## src/rtl/fifo_pkg.sv

```systemverilog
// Shared definitions for the single-clock FIFO family: a constant clog2,
// the registered flag bundle, its reset value and a count-to-flags helper.
package fifo_pkg;

  // Ceiling log2 usable in parameter and port-width expressions.
  function automatic int clog2(input int value);
    int res;
    int v;
    res = 0;
    v = value - 1;
    while (v > 0) begin
      res = res + 1;
      v = v >> 1;
    end
    return res;
  endfunction

  // Status flags that are always registered together.
  typedef struct packed {
    logic full;
    logic empty;
    logic afull;
    logic aempty;
  } fifo_flags_t;

  // Flag values for an empty queue (reset and flush).
  localparam fifo_flags_t FLAGS_RESET = '{full: 1'b0, empty: 1'b1, afull: 1'b0, aempty: 1'b1};

  // Derive every flag from an occupancy value.
  function automatic fifo_flags_t flags_of(input int cnt, input int depth,
                                           input int afull_th, input int aempty_th);
    fifo_flags_t f;
    f.full   = (cnt == depth);
    f.empty  = (cnt == 0);
    f.afull  = (cnt >= afull_th);
    f.aempty = (cnt <= aempty_th);
    return f;
  endfunction

endpackage

```

## src/rtl/fifo_mem.sv

```systemverilog
// DEPTH x WIDTH storage: one synchronous write port, one asynchronous read port.
// Contents are deliberately not reset; occupancy tracking keeps stale data hidden.
module fifo_mem
  import fifo_pkg::*;
#(
  parameter int WIDTH = 4,
  parameter int DEPTH = 8
) (
  input  logic                       clk,
  input  logic                       we,
  input  logic [clog2(DEPTH)-1:0]    waddr,
  input  logic [WIDTH-1:0]           wdata,
  input  logic [clog2(DEPTH)-1:0]    raddr,
  output logic [WIDTH-1:0]           rdata
);

  logic [WIDTH-1:0] mem_r [DEPTH];

  // Store the write word on an accepted write.
  always_ff @(posedge clk) begin
    if (we) begin
      mem_r[waddr] <= wdata;
    end
  end

  assign rdata = mem_r[raddr];

endmodule

```

## src/rtl/sync_fifo_param.sv

```systemverilog
// Parametrised single-clock circular FIFO with optional first-word-fall-through,
// registered occupancy/threshold flags, synchronous flush and reject pulses.
module sync_fifo_param
  import fifo_pkg::*;
#(
  parameter int WIDTH     = 4,
  parameter int DEPTH     = 8,
  parameter int AFULL_TH  = 6,
  parameter int AEMPTY_TH = 1,
  parameter int FWFT      = 0
) (
  input  logic                    clk,
  input  logic                    rst,
  input  logic                    flush,
  input  logic                    w_en,
  input  logic [WIDTH-1:0]        data_in,
  input  logic                    r_en,
  output logic [WIDTH-1:0]        data_out,
  output logic                    mem_full,
  output logic                    mem_empty,
  output logic                    mem_afull,
  output logic                    mem_aempty,
  output logic [clog2(DEPTH):0]   count,
  output logic                    overflow,
  output logic                    underflow
);

  localparam int ADDR_W = clog2(DEPTH);
  localparam int PTR_W  = ADDR_W + 1;   // extra MSB is the wrap bit
  localparam int CNT_W  = ADDR_W + 1;

  logic [PTR_W-1:0] wptr_r;
  logic [PTR_W-1:0] rptr_r;
  logic [CNT_W-1:0] count_r;
  fifo_flags_t      flags_r;
  logic             overflow_r;
  logic             underflow_r;

  logic             wr_acc_s;
  logic             rd_acc_s;
  logic [CNT_W-1:0] count_next_s;
  fifo_flags_t      flags_next_s;
  logic [WIDTH-1:0] rd_data_s;

  // Accept/reject decisions use only the current registered flags; flush blocks both.
  always_comb begin
    wr_acc_s = w_en && !flags_r.full && !flush;
    rd_acc_s = r_en && !flags_r.empty && !flush;
    if (flush) begin
      count_next_s = '0;
    end else begin
      case ({wr_acc_s, rd_acc_s})
        2'b10:   count_next_s = count_r + CNT_W'(1'b1);
        2'b01:   count_next_s = count_r - CNT_W'(1'b1);
        default: count_next_s = count_r;
      endcase
    end
    flags_next_s = flags_of(int'(count_next_s), DEPTH, AFULL_TH, AEMPTY_TH);
  end

  // Pointers, occupancy, flags and reject pulses; flush returns to the empty state.
  always_ff @(posedge clk or posedge rst) begin
    if (rst) begin
      wptr_r      <= '0;
      rptr_r      <= '0;
      count_r     <= '0;
      flags_r     <= FLAGS_RESET;
      overflow_r  <= 1'b0;
      underflow_r <= 1'b0;
    end else if (flush) begin
      wptr_r      <= '0;
      rptr_r      <= '0;
      count_r     <= '0;
      flags_r     <= FLAGS_RESET;
      overflow_r  <= 1'b0;
      underflow_r <= 1'b0;
    end else begin
      if (wr_acc_s) begin
        wptr_r <= wptr_r + PTR_W'(1'b1);
      end
      if (rd_acc_s) begin
        rptr_r <= rptr_r + PTR_W'(1'b1);
      end
      count_r     <= count_next_s;
      flags_r     <= flags_next_s;
      overflow_r  <= w_en && flags_r.full;
      underflow_r <= r_en && flags_r.empty;
    end
  end

  fifo_mem #(
    .WIDTH (WIDTH),
    .DEPTH (DEPTH)
  ) u_mem (
    .clk   (clk),
    .we    (wr_acc_s),
    .waddr (wptr_r[ADDR_W-1:0]),
    .wdata (data_in),
    .raddr (rptr_r[ADDR_W-1:0]),
    .rdata (rd_data_s)
  );

  generate
    if (FWFT != 0) begin : g_fwft
      // Head word shown directly; forced to zero while the queue is empty.
      always_comb begin
        if (flags_r.empty) begin
          data_out = '0;
        end else begin
          data_out = rd_data_s;
        end
      end
    end else begin : g_std
      logic [WIDTH-1:0] dout_r;
      // Registered read port: capture the head word on an accepted read.
      always_ff @(posedge clk or posedge rst) begin
        if (rst) begin
          dout_r <= '0;
        end else if (flush) begin
          dout_r <= '0;
        end else if (rd_acc_s) begin
          dout_r <= rd_data_s;
        end
      end
      assign data_out = dout_r;
    end
  endgenerate

  assign mem_full   = flags_r.full;
  assign mem_empty  = flags_r.empty;
  assign mem_afull  = flags_r.afull;
  assign mem_aempty = flags_r.aempty;
  assign count      = count_r;
  assign overflow   = overflow_r;
  assign underflow  = underflow_r;

endmodule
```

## config.mk

```make
export PLATFORM = sky130hd
export DESIGN_NAME = sync_fifo_param
export DESIGN_NICKNAME = d
export VERILOG_FILES = /design/src/rtl/fifo_pkg.sv /design/src/rtl/fifo_mem.sv /design/src/rtl/sync_fifo_param.sv
export SDC_FILE = /design/constraint.sdc
export NUM_CORES = 1
export LEC_CHECK = 0
export ABC_CLOCK_PERIOD_IN_PS = 2550
export CORE_MARGIN = 2
export CORE_UTILIZATION = 50
export CTS_CLUSTER_SIZE = 25
export DETAILED_ROUTE_END_ITERATION = 10
export PLACE_DENSITY_LB_ADDON = 0.08
export SETUP_SLACK_MARGIN = 0.1
export SLEW_MARGIN = 20
export SYNTH_ARGS = -nofsm -noshare
export SYNTH_HDL_FRONTEND = slang
export SYNTH_HIERARCHICAL = 1
export SYNTH_SLANG_ARGS = --single-unit
```

## constraint.sdc

```tcl
create_clock -name clk -period 2.55 [get_ports clk]
set_input_delay 0.765 -clock clk [delete_from_list [all_inputs] [get_ports clk]]
set_output_delay 0.765 -clock clk [all_outputs]
set_load 0.1 [all_outputs]
```

==> results.toml <==
[status]
status = "completed"

[setup_path]
required_ns = 2.75
cpPeakStageDelay_ns = 0.22
cpMostUsedCell = "ha_2"
startpoint_type = "input pin"
critPathArrivalTime_ns = 2.55
path_delay_family = "simple AND/OR/NAND/NOR gates"
slowest_stage = "mux2i_1"
crit_type = "in2reg"
cp_cell_sequence = "dlygate4sd2_1, nor2b_4, nand2b_4, ha_2, xor2_1, ha_2, a21oi_2, mux2i_1, xnor2_1, nor2_2, nor4b_2"
cp_num_buf_inv = 1
path_max_fanout = 3
critPathCaptureType = "register"

[synthesis]
syn_nets = 166
syn_area_per_cell_um2 = 14.77
synthArstFlopShare = 0.3846
ys_seq_area_frac = 0.6522
synth_top_cell_area_share = 0.4281
yosys-top-cells-area = "edfxtp_1, dfrtp_1, mux4_1"
yosys.area.top_type = "edfxtp_1"
synthSimpleGateAreaFrac = 0.1076
synth_top_family_by_area = "multiplexers"
netlist_area_um2 = 2245
yosys_warnings = 6
synthMuxAreaShare = 0.1276
synth-compound-area-share = 0.03512
synth_edf_count = 32
ys_seq_elements = 52
synth_xor_xnor_area_share = 0.03122
netlist_top_cells_count = "edfxtp_1, dfrtp_1, nand2_1, nor2_1, mux4_1"
synth-adder-area-share = 0.02787
synth_cells = 152
ys_types = 27
yosysMostFrequentCell = "edfxtp_1"
yosys_most_used_dff = "edfxtp_1"

[floorplanning]
io_pins = 23
die_area_um2 = 5041
fp.dieH_um = 71
core_region_area_um2 = 4354
num_rows = 24
initial_utilization = 0.5155
dieWidth_um = 71

[timing]
finalHoldViolCount = 0
layout_setup_ws_ns = 0.1993
post-route-min-period_ns = 2.351
slew_headroom = 0.6766
skew_ns = 0.01326
period_share = 0.9219
fmax_mhz = 425.4
setup_viol = 0
worst_pin_slew_ns = 0.4851
rsz0062_at_grt = "true"
maxSlewViolCount = 0

[clock_tree]
cts_max_level = 2
clock_latency_ns = 0.31
cts_tree = "built"
cts_root_buffer = "clkbuf_8"
clock_path_buffers = 2
cts_buffers = 5
cts.sinks = 52
path_clk_slew_ns = 0.09

[drt]
num_vias = 1313
drc = 0
ant_nets = 0
drt-initial-drc-count = 95
routed_wirelength_um = 3905
drtPass1Iterations = 4
vias_per_cell = 5.252
wire_per_inst_um = 15.62

[grt]
first_global_vias = 1327
overflow = 0
track_usage = 0.1744
antenna_found_initial = 0
grt_max_degree = 21
grt_pass1_wl_um = 6534

[power_and_ir_drop]
clkPwrFrac = 0.252
ir_worst_vdd_mv = 0.3269
p_sw_uw = 549.5
combPwrFrac = 0.215
p_leak_uw = 0.001120
sw_frac_of_total = 0.3000
seq_power_share = 0.532
powerDensity_nw_per_um2 = 661.0
p_int_uw = 1282
total_power_uw = 1832

[final_layout]
final_nets = 211
diodes = 0
drive_gt1_frac = 0.3182
fillCellCount = 326
area_growth_pct = 23.47

[place]
post-place-ws_ns = -0.3961
dp_hpwl_um = 2911
gp_congestion = 0.9055
io_buffer_count = 22

[run]
drv_cap = 0

[hold_path]
hold_class = "reg2reg"
-- routing by layer --
layer | wire [um] | track usage | vias to the layer above
met1 | 1723 | 0.2293 | 640
li1 | - | - | 639
met3 | 180 | 0.05271 | 7
met2 | 1922 | 0.2762 | 27
met5 | 0 | 0 | -
met4 | 78 | 0.06499 | 0
-- metrics by stage --
step / util / TNS, ns / hold WS, ns / area (um^2) / instances
2_1_floorplan: - / 0 / 0.5028 / 2275 / 152
3_3_place_gp: 0.6109 / -1.919 / 0.5119 / 2660 / 241
3_5_place_dp: 0.6109 / -2.327 / 0.5196 / 2660 / 241
4_1_cts: 0.6348 / 0 / 0.5325 / 2764 / 250
5_1_grt: 0.6365 / 0 / 0.5570 / 2771 / 250
6_report: 0.6365 / 0 / 0.5281 / 2771 / 250
-- power by group through the flow --
stage	clock (uW)	sequential, uW	combinational, uW
6_report	462	975	395
4_1_cts	477	976	397
3_5_place_dp	0	995	394
2_1_floorplan	0	1120	141
3_3_place_gp	0	992	387
5_1_grt	512	982	421
-- cell families (layout without fill, tap and decap cells) --
kind of cell | Yosys count | count (layout)
buffers and inverters | 9 | 55
muxes | 15 | 15
AOI/OAI and AO/OA | 13 | 13
adders and majority gates | 5 | 5
xor gates and xnor gates | 8 | 8
DFF | 52 | 52
and+or+nand+nor | 50 | 50
-- final cells by class --
type                            instances  area, um^2  area share
Sequential cell                        52        1469      0.5300
Multi-Input combinational cell         91       780.7      0.2817
Timing Repair Buffer                   43       351.6      0.1269
Clock buffer                            5       68.82     0.02483
Tap cell                               52       65.06     0.02348
Clock inverter                          3       21.27    0.007675
Inverter                                4       15.01    0.005418
-- registers in the layout, indices dropped and copies added (netlist names) --
signal       flops
count            4
data_out         4
mem_aempty       1
mem_afull        1
mem_empty        1
mem_full         1
overflow         1
rptr_r           3
u_mem/mem_r     32
underflow        1
wptr_r           3
-- path summary, 6_finish.rpt --
kind | start | to | slack (ns) | depth (start not counted)
setup / recovery | w_en | mem_full | 0.20 | 11
hold / removal | data_out[3] | data_out[3] | 0.53 | 2
setup reg to reg | mem_empty | mem_full | 0.27 | 10
hold reg to reg | data_out[3] | data_out[3] | 0.53 | 2
max in group asynchronous | rst | mem_aempty | 1.50 | 3
min in group asynchronous | rst | wptr_r[2] | 0.78 | 3
-- cell usage in the layout (no fill, tap or decap), types with 3 or more instances in the layout --
cell type | Yosys | layout
buf_4 | 0 | 34
edfxtp_1 | 32 | 32
nand2_1 | 17 | 17
dfrtp_1 | 18 | 17
nor2_1 | 17 | 16
mux4_1 | 8 | 8
a21oi_1 | 7 | 6
mux2_2 | 5 | 5
clkbuf_8 | 0 | 5
clkdlybuf4s50_1 | 0 | 5
xor2_1 | 4 | 4
inv_1 | 4 | 4
nor2b_1 | 5 | 4
xnor2_1 | 4 | 3
ha_1 | 5 | 3
dlygate4sd2_1 | 0 | 3
nand2b_1 | 5 | 3
-- what timing repair did --
action                                  CTS  global route
endpoints found under the setup margin    6             3
pin swaps                                 2             1
buffers inserted                          1             0
gates resized for setup                   5             1
hold buffers                              0             0
gates cloned                              0             0
-- worst reg2reg max path, delay by kind of cell, from the launching register on --
family | cells | cell delay, ns
multiplexers | 1 | 0.22
AND/OR/NAND/NOR | 4 | 0.52
flip-flops | 1 | 0.65
XOR/XNOR | 2 | 0.30
adder cells (fa/ha/maj) | 2 | 0.37
AO/OA/AOI/OAI | 1 | 0.12
Power figures use the tool's default switching activity.
